**src/rtl/reg_file_mp_pkg.sv**
```systemverilog
// Shared defaults and helpers for the multi-port register file.
package reg_file_mp_pkg;

  localparam int unsigned DATA_W_DEF = 32;
  localparam int unsigned ADDR_W_DEF = 5;
  localparam int unsigned NUM_RD_DEF = 2;

  // popcount operand is zero-padded to this width; covers ADDR_W up to 10
  localparam int unsigned POP_MAX_W = 1024;
  localparam int unsigned POP_CNT_W = 11;

  function automatic logic [POP_CNT_W-1:0] popcount(input logic [POP_MAX_W-1:0] vec);
    logic [POP_CNT_W-1:0] cnt;
    cnt = '0;
    for (int unsigned i = 0; i < POP_MAX_W; i++) begin
      cnt = cnt + POP_CNT_W'(vec[i]);
    end
    return cnt;
  endfunction

endpackage

```
**src/rtl/reg_file_mp_sb.sv**
```systemverilog
// Pending-bit scoreboard: reserve sets, write clears, flush clears all,
// registered population count of pending bits.
module reg_file_mp_sb
  import reg_file_mp_pkg::*;
#(
  parameter int unsigned ADDR_W   = ADDR_W_DEF,
  parameter int          ZERO_REG = 1
) (
  input  logic                 clk_i,
  input  logic                 rst_i,
  input  logic                 wr0_en_i,
  input  logic [ADDR_W-1:0]    wr0_addr_i,
  input  logic                 wr1_en_i,
  input  logic [ADDR_W-1:0]    wr1_addr_i,
  input  logic                 rsv_en_i,
  input  logic [ADDR_W-1:0]    rsv_addr_i,
  input  logic                 flush_i,
  output logic [2**ADDR_W-1:0] pend_o,
  output logic [ADDR_W:0]      pend_cnt_o
);

  localparam int unsigned DEPTH = 2**ADDR_W;

  logic [DEPTH-1:0]     pend_q, pend_d;
  logic [ADDR_W:0]      cnt_q, cnt_d;
  logic [POP_MAX_W-1:0] pop_vec;
  logic [POP_CNT_W-1:0] pop_cnt;

  // Next pending vector: writes clear, reserve then sets, flush overrides all.
  always_comb begin
    pend_d = pend_q;
    if (wr0_en_i) pend_d[wr0_addr_i] = 1'b0;
    if (wr1_en_i) pend_d[wr1_addr_i] = 1'b0;
    if (rsv_en_i) pend_d[rsv_addr_i] = 1'b1;
    if (flush_i)  pend_d = '0;
    if (ZERO_REG != 0) pend_d[0] = 1'b0;
    pop_vec = '0;
    pop_vec[DEPTH-1:0] = pend_d;
    pop_cnt = popcount(pop_vec);
    cnt_d   = pop_cnt[ADDR_W:0];
  end

  // Pending state and its count, synchronous active-low reset.
  always_ff @(posedge clk_i) begin
    if (!rst_i) begin
      pend_q <= '0;
      cnt_q  <= '0;
    end else begin
      pend_q <= pend_d;
      cnt_q  <= cnt_d;
    end
  end

  assign pend_o     = pend_q;
  assign pend_cnt_o = cnt_q;

endmodule

```
**src/rtl/reg_file_mp.sv**
```systemverilog
// Multi-port register file: two write ports, NUM_RD combinational read
// ports, per-register pending scoreboard.
// Optional macro REG_FILE_MP_BYPASS_EN forwards same-cycle write data
// (port 1 over port 0) to matching read ports.
module reg_file_mp
  import reg_file_mp_pkg::*;
#(
  parameter int unsigned DATA_W   = DATA_W_DEF,
  parameter int unsigned ADDR_W   = ADDR_W_DEF,
  parameter int unsigned NUM_RD   = NUM_RD_DEF,
  parameter int          ZERO_REG = 1
) (
  input  logic                     clk_i,
  input  logic                     rst_i,
  input  logic                     wr0_en_i,
  input  logic [ADDR_W-1:0]        wr0_addr_i,
  input  logic [DATA_W-1:0]        wr0_data_i,
  input  logic                     wr1_en_i,
  input  logic [ADDR_W-1:0]        wr1_addr_i,
  input  logic [DATA_W-1:0]        wr1_data_i,
  input  logic                     rsv_en_i,
  input  logic [ADDR_W-1:0]        rsv_addr_i,
  input  logic                     flush_i,
  input  logic [NUM_RD*ADDR_W-1:0] rd_addr_i,
  output logic [NUM_RD*DATA_W-1:0] rd_data_o,
  output logic [NUM_RD-1:0]        rd_pend_o,
  output logic [ADDR_W:0]          pend_cnt_o
);

  localparam int unsigned DEPTH = 2**ADDR_W;

  logic [DATA_W-1:0] mem_q [DEPTH];
  logic [DATA_W-1:0] mem_d [DEPTH];
  logic [DEPTH-1:0]  pend_q;
  logic [ADDR_W-1:0] ra;
  logic              wr0_ok, wr1_ok;

  assign wr0_ok = wr0_en_i && !((ZERO_REG != 0) && (wr0_addr_i == '0));
  assign wr1_ok = wr1_en_i && !((ZERO_REG != 0) && (wr1_addr_i == '0));

  reg_file_mp_sb #(
    .ADDR_W   (ADDR_W),
    .ZERO_REG (ZERO_REG)
  ) u_sb (
    .clk_i      (clk_i),
    .rst_i      (rst_i),
    .wr0_en_i   (wr0_en_i),
    .wr0_addr_i (wr0_addr_i),
    .wr1_en_i   (wr1_en_i),
    .wr1_addr_i (wr1_addr_i),
    .rsv_en_i   (rsv_en_i),
    .rsv_addr_i (rsv_addr_i),
    .flush_i    (flush_i),
    .pend_o     (pend_q),
    .pend_cnt_o (pend_cnt_o)
  );

  // Next array contents; port 1 applied last so it wins on address collision.
  always_comb begin
    mem_d = mem_q;
    if (wr0_ok) mem_d[wr0_addr_i] = wr0_data_i;
    if (wr1_ok) mem_d[wr1_addr_i] = wr1_data_i;
  end

  // Data array, synchronous active-low reset clears every register.
  always_ff @(posedge clk_i) begin
    if (!rst_i) mem_q <= '{default: '0};
    else        mem_q <= mem_d;
  end

  // Read muxes: stored value/pending, optional bypass, zero register forced last.
  always_comb begin
    rd_data_o = '0;
    rd_pend_o = '0;
    ra        = '0;
    for (int unsigned k = 0; k < NUM_RD; k++) begin
      ra = rd_addr_i[k*ADDR_W +: ADDR_W];
      rd_data_o[k*DATA_W +: DATA_W] = mem_q[ra];
      rd_pend_o[k]                  = pend_q[ra];
`ifdef REG_FILE_MP_BYPASS_EN
      if (wr0_en_i && (wr0_addr_i == ra)) begin
        rd_data_o[k*DATA_W +: DATA_W] = wr0_data_i;
        rd_pend_o[k]                  = rsv_en_i && (rsv_addr_i == ra);
      end
      if (wr1_en_i && (wr1_addr_i == ra)) begin
        rd_data_o[k*DATA_W +: DATA_W] = wr1_data_i;
        rd_pend_o[k]                  = rsv_en_i && (rsv_addr_i == ra);
      end
`else
`endif
      if ((ZERO_REG != 0) && (ra == '0)) begin
        rd_data_o[k*DATA_W +: DATA_W] = '0;
        rd_pend_o[k]                  = 1'b0;
      end
    end
  end

endmodule

```
**config.mk**
```make
export PLATFORM = sky130hd
export DESIGN_NAME = reg_file_mp
export DESIGN_NICKNAME = d
export VERILOG_FILES = /design/src/rtl/reg_file_mp_pkg.sv /design/src/rtl/reg_file_mp_sb.sv /design/src/rtl/reg_file_mp.sv
export SDC_FILE = /design/constraint.sdc
export NUM_CORES = 2
export LEC_CHECK = 0
export ABC_AREA = 0
export CAP_MARGIN = 20
export CORE_MARGIN = 2
export CORE_UTILIZATION = 35
export CTS_CLUSTER_DIAMETER = 80
export CTS_CLUSTER_SIZE = 28
export DETAILED_ROUTE_END_ITERATION = 8
export HOLD_SLACK_MARGIN = 0.03
export SLEW_MARGIN = 15
export SYNTH_ARGS = -nofsm -noshare
export SYNTH_HDL_FRONTEND = slang
export SYNTH_SLANG_ARGS = --single-unit
```
**constraint.sdc**
```tcl
create_clock -name clk_i -period 10.52 [get_ports clk_i]
set_input_delay 2.104 -clock clk_i [delete_from_list [all_inputs] [get_ports clk_i]]
set_output_delay 2.104 -clock clk_i [all_outputs]
set_load 0.01 [all_outputs]
```
Yosys cells after proc, flatten, opt, wreduce, memory -nomap -nowiden --
Index checks and enable logic that the tools add are counted.
Cells by class: add/sub/neg operators 30, $lt $le $gt $ge 14, mux-type cells 32, bitwise gates (word level) 9, reductions and logical operators 13
Operator list (count):
- $bwmux W1024 | 2
- $mux W1024 | 2
- $mux W32 | 12
- $bmux W32 S5 | 2
- $demux W32 S5 | 2
- $add A6 B1 Y6 | 29
- $and A32 B32 Y32 | 2
- $not A32 Y32 | 2
- $or A32 B32 Y32 | 1
- $lt A5 B6 Y1 const B | 5
- $ge A6 B6 Y1 const B | 4
- $not A5 Y6 | 4
- $logic_not A5 Y1 | 4
- $demux W1 S5 | 3
- $ge A5 B1 Y1 const B | 3
- $lt A6 B1 Y1 const B | 2
- $bmux W1 S5 | 2
- $logic_and A1 B1 Y1 | 7
- $mux W1 | 7
- $add A1 B1 Y2 | 1
- $logic_not A1 Y1 | 2
Word-level totals: register bits 1062, input bits 95, word-level logic and storage cells 133

Depth between registers and ports, before layout --
depth in word-level cells 42, gate-level depth with buffers 23, depth with buffers taken out 21

Cells and area by module --
A second synthesis with hierarchy kept.
Unflattened totals: cell total of the unflattened synthesis 7142, area, all modules 65056.1 um2
Modules (own cells, without submodules):
- reg_file_mp | times used 1, cells each 6834, area an instance 62200.9 um2
- reg_file_mp_sb | times used 1, cells each 308, area an instance 2855.2 um2

Worst setup path after synthesis --
OpenSTA, ideal clock, no wires.
path type input to register, start in wr0_addr_i[2], end reg u_sb.cnt_q[4], in the netlist u_sb.pend_cnt_o[4], setup time 0.132 ns, data arrival time 7.359 ns, required time 10.388 ns, setup slack 3.029 ns, stages 20, cells stage by stage buf_2 > or4b_4 > or2_1 > clkbuf_1 > a32oi_1 > or2_2 > fa_1 > fa_1 > fa_1 > fa_1 > fa_1 > inv_1 > fa_1 > ha_1 > inv_1 > fa_1 > nor2b_1 > o21ai_0 > a21boi_0 > nor3_1
On the way: word-level cells in the longest chain between the ends 42
Ends and longest elaborated chain:
- start, declared | RTL line reg_file_mp.sv:16 | input logic [ADDR_W-1:0] wr0_addr_i,
- $lt A5 B6 Y1 (implied by the code) / $ge A5 B1 Y1 (equally long branches) | RTL line reg_file_mp_sb.sv:32 | if (wr0_en_i) pend_d[wr0_addr_i] = 1'b0;
- $logic_and A1 B1 Y1 (implied by the code) | RTL line reg_file_mp_sb.sv:32
- $mux W1 (implied by the code) | RTL line reg_file_mp_sb.sv:32
- $demux W1 S5 (*)
- $not A32 Y32 (no source line) (*)
- $and A32 B32 Y32 (no source line) (*)
- $mux W32 (*) | RTL line reg_file_mp_sb.sv:32
- $and A32 B32 Y32 (no source line)
- $mux W32 (*) | RTL line reg_file_mp_sb.sv:33 | if (wr1_en_i) pend_d[wr1_addr_i] = 1'b0;
- $or A32 B32 Y32 (no source line)
- $mux W32 (*) | RTL line reg_file_mp_sb.sv:34 | if (rsv_en_i) pend_d[rsv_addr_i] = 1'b1;
- $mux W32 (*) | RTL line reg_file_mp_sb.sv:35 | if (flush_i) pend_d = '0;
- $add A1 B1 Y2 | RTL line reg_file_mp_pkg.sv:16 | cnt = cnt + POP_CNT_W'(vec[i]);
- $add A6 B1 Y6 (28 in series) | RTL line reg_file_mp_pkg.sv:16
- $add A6 B1 Y6 (*) | RTL line reg_file_mp_pkg.sv:16
- end signal, assigned | RTL line reg_file_mp_sb.sv:50 | cnt_q <= cnt_d;
- end, declared | RTL line reg_file_mp_sb.sv:25 | logic [ADDR_W:0] cnt_q, cnt_d;
Every way passes the cells marked *; elsewhere a longest branch is shown, timed or not. A chain may end at the register's enable or synchronous reset.

Worst setup path after layout --
start in wr0_addr_i[4], end reg u_sb.cnt_q[4], in the netlist u_sb.pend_cnt_o[4]
Same word-level chain as after synthesis.

==> impl_metrics.csv <==
group,metric,value,unit
sta,postLayoutSetupSlackWorst,1.81,ns
die,die-area,0.185,mm²
sta,fin_crit,8.71,ns
placement,place.gp.congestion,0.952,
global_route,grt_pass1_wl,436000,µm
placement,portBuffers,166,
die,fp-row-count,156,
sta,tightest_slew,1.31,ns
clock_network,cts_buffers,51,
sta,finalMaxSlewViolations,0,
pwr,p_comb_share,15.8,%
synth,yosys.area.top_type,"dfxtp_1",
pwr,power_switching_share,31.5,%
sta,rsz0062_at_grt,"false",
clock_network,ctsHoldBuffers,0,
clock_network,clock_path_buffers,3,
finish,nets,6367,
synth,ys_ff_latch,1061,
worst_setup_path,worstPathMaxFanout,33,
worst_setup_path,critPathLaunch,"wr0_addr_i[4]",
global_route,gr-usage-all-layers,32.5,%
global_route,grt_pass1_vias,56315,
placement,post-place-ws,1.22,ns
global_route,antenna_found_initial,26,
die,die-width,430,µm
drt,wl_per_cell,36.1,µm
synth,yosysSeqAreaShare,33.5,%
sta,fmax,0.115,GHz
pwr,power_density,118,mW/mm²
pwr,intPower,5.51,mW
clock_network,cts_setup_buffers,0,
clock_network,htreeDepth,2,
clock_network,path_clk_slew,0.10,ns
sta,setup_viol,0,
drt,drt_iter0_drc,9263,
synth,synth_edf_count,0,
synth,async_reset_ff_share,0,%
die,start_util,35.2,%
finish,drive_above_1_share,16.3,%
sta,hold_violations,0,
worst_setup_path,r2r_end,"u_sb.pend_cnt_o[4]",
synth,synthesis.nets,6848,
worst_setup_path,crit_path_end,"u_sb.pend_cnt_o[4]",
drt,ant_nets,0,
pwr,leakagePower,22.8,nW
pwr,power_switching,2.54,mW
global_route,grt_overflow,0,
clock_network,cts_tree,"yes",
sta,setup-tns-final,0,ns
worst_hold_path,hold_class,"flip-flop to flip-flop",
worst_setup_path,r2r_setup_slack,5.09,ns
worst_setup_path,crit_arrival,9.30,ns
drt,viasPerCell,7.02,
sta,skew,0.0241,ns
synth,synth_top_flop_cell,"dfxtp_1",
clock_network,ctsResizeCount,0,
die,coreArea,0.181,mm²
worst_setup_path,rr_worst_depth,18,
pwr,pwr-share-seq,51.6,%
synth,synth_area_leaders,"dfxtp_1 (33%), mux4_2 (16%), mux2i_1 (8.4%)",
worst_setup_path,cp.required,11.11,ns
worst_setup_path,endpoint_kind,"flip-flop",
drt,drc_errors,0,
drt,vias,60820,
pwr,peakVddDrop,0.000132,V
clock_network,clk_latency,0.75,ns
synth,yosysUniqueCellTypes,61,
pwr,clockPowerShare,32.6,%
finish,area_growth,7.67,%
placement,dp_hpwl,183000,µm
synth,syn_area,0.0635,mm²
die,pin_count,167,
worst_setup_path,r2r_start,"u_sb.pend_o[2]",
synth,synthTopCellsByCount,"dfxtp_1 (1061), clkbuf_1 (683), nor2_1 (617)",
die,die_h,430,µm
synth,avgSynthCellArea,9.45,µm²
drt,wl,313000,µm
sta,period_share,82.8,%
sta,max-slew-margin-rel,12.6,%
drt,firstDrtPassIters,9,
clock_network,cts_root_buf,"clkbuf_16",
synth,yosys_warnings,0,
run,maxCapViolCount,0,
status,status,"finished, final reports clean",
worst_setup_path,critical_path_class,"input pin to flip-flop",
worst_setup_path,critPathLaunchType,"input pin",
synth,synth_cells,6721,
synth,yosysMostFrequentCell,"dfxtp_1",
clock_network,cts.sinks,1061,
global_route,grt_max_degree,219,
synth,netlist.area_leader.share,33.5,%
through the flow:
stage               total power [mW]  std cells  hold WS, ns  instance area, µm²  util (%)
global placement                5.44       8544        0.457               66400      36.8
finish                          8.05       8660        0.491               68400      37.9
floorplan                       4.92       6721        0.443               63500         -
global route                    8.18       8641        0.504               68300      37.8
detailed placement              5.45       8549        0.463               66500      36.8
CTS                             7.98       8630        0.491               68200      37.8
flip-flops by register name, summed over array words and instances, names as in the netlist:
name / count
mem_q: 1024
u_sb.pend_o: 31
u_sb.pend_cnt_o: 6
cell families (layout without fill, tap and decap cells):
logic type      Yosys count  in the layout  share of synthesized area [%]
compound gates         2240           2240                           24.0
simple gates           1348           1348                           9.33
mux                    1061           1061                           25.9
flops                  1061           1061                           33.5
buf+inv                 978            525                           6.41
fa+ha+maj                32             32                          0.903
xor+xnor                  1              1                         0.0138
other cells               0             22                              0
power groups by stage:
stage                     Sequential [mW]  Clock [mW]  Combinational (mW)
final                                4.15        2.63                1.27
after global routing                 4.16        2.74                1.29
after floorplan                      4.22           0               0.706
after CTS                            4.15        2.61                1.22
after global placement               4.23           0                1.20
after detailed placement             4.24           0                1.21
layout make-up:
type,instances,area [µm²]
Antenna cell,22,55.1
Clock buffer,56,1340
Clock inverter,25,340
Fill cell,17539,112000
Inverter,30,123
Multi-Input combinational cell,4682,38600
Sequential cell,1061,21200
Tap cell,2370,2970
Timing Repair Buffer,414,3740
cells in the final DEF, fill, tap and decap left out, drive strengths merged, types with 9 or more instances in the layout:
cell,instances
mux2i,533
and3,14
o2111ai,17
o21ai,524
a32oi,244
clkinv,15
nand2b,12
mux4,460
nand2,440
clkbuf,56
buf,267
dfxtp,1061
a221oi,50
a211oi,465
diode,22
ha,9
nor3,39
inv,34
or2,52
nor2,628
mux2,68
fa,23
and2,43
a22oi,253
o211a,11
a311oi,250
a21oi,415
nor2b,76
clkdlybuf4s50,147
metal layers:
metal / global-route usage [%] / vias up / routed length, µm / part of all wire, %
li1: - / 24780 / - / -
met1: 39.8 / 29583 / 111000 / 36
met2: 46.7 / 4994 / 131000 / 42
met3: 9.34 / 1435 / 39000 / 12
met4: 28.3 / 28 / 31600 / 10
met5: 0.0520 / - / 184 / 0.059
how the worst min path moves through the flow:
stage | slack (ns) | endpoint | startpoint | depth (start not counted)
after detailed placement | 0.46 | mem_q[1006] | mem_q[1006] | 1
after CTS | 0.49 | mem_q[1021] | mem_q[1021] | 1
after global placement | 0.46 | mem_q[1009] | mem_q[1009] | 1
after global routing | 0.50 | mem_q[1001] | mem_q[1001] | 1
after floorplan | 0.44 | mem_q[1000] | mem_q[1000] | 1
final | 0.49 | mem_q[1001] | mem_q[1001] | 1
worst max-delay path, cell delays in order:
cell	delay (ns)
clkdlybuf4s50_1	0.83
nand4bb_1	0.65
or2_2	0.20
buf_4	0.58
a32oi_1	0.22
or2_2	0.33
fa_1	0.51
inv_1	0.05
fa_1	0.50
inv_1	0.06
fa_1	0.52
fa_1	0.45
fa_1	0.50
inv_1	0.05
fa_1	0.48
ha_1	0.18
inv_1	0.07
fa_1	0.43
nor2b_1	0.17
o21ai_0	0.12
a21boi_0	0.19
nor3_1	0.07
(Power assumes the default switching activity.)
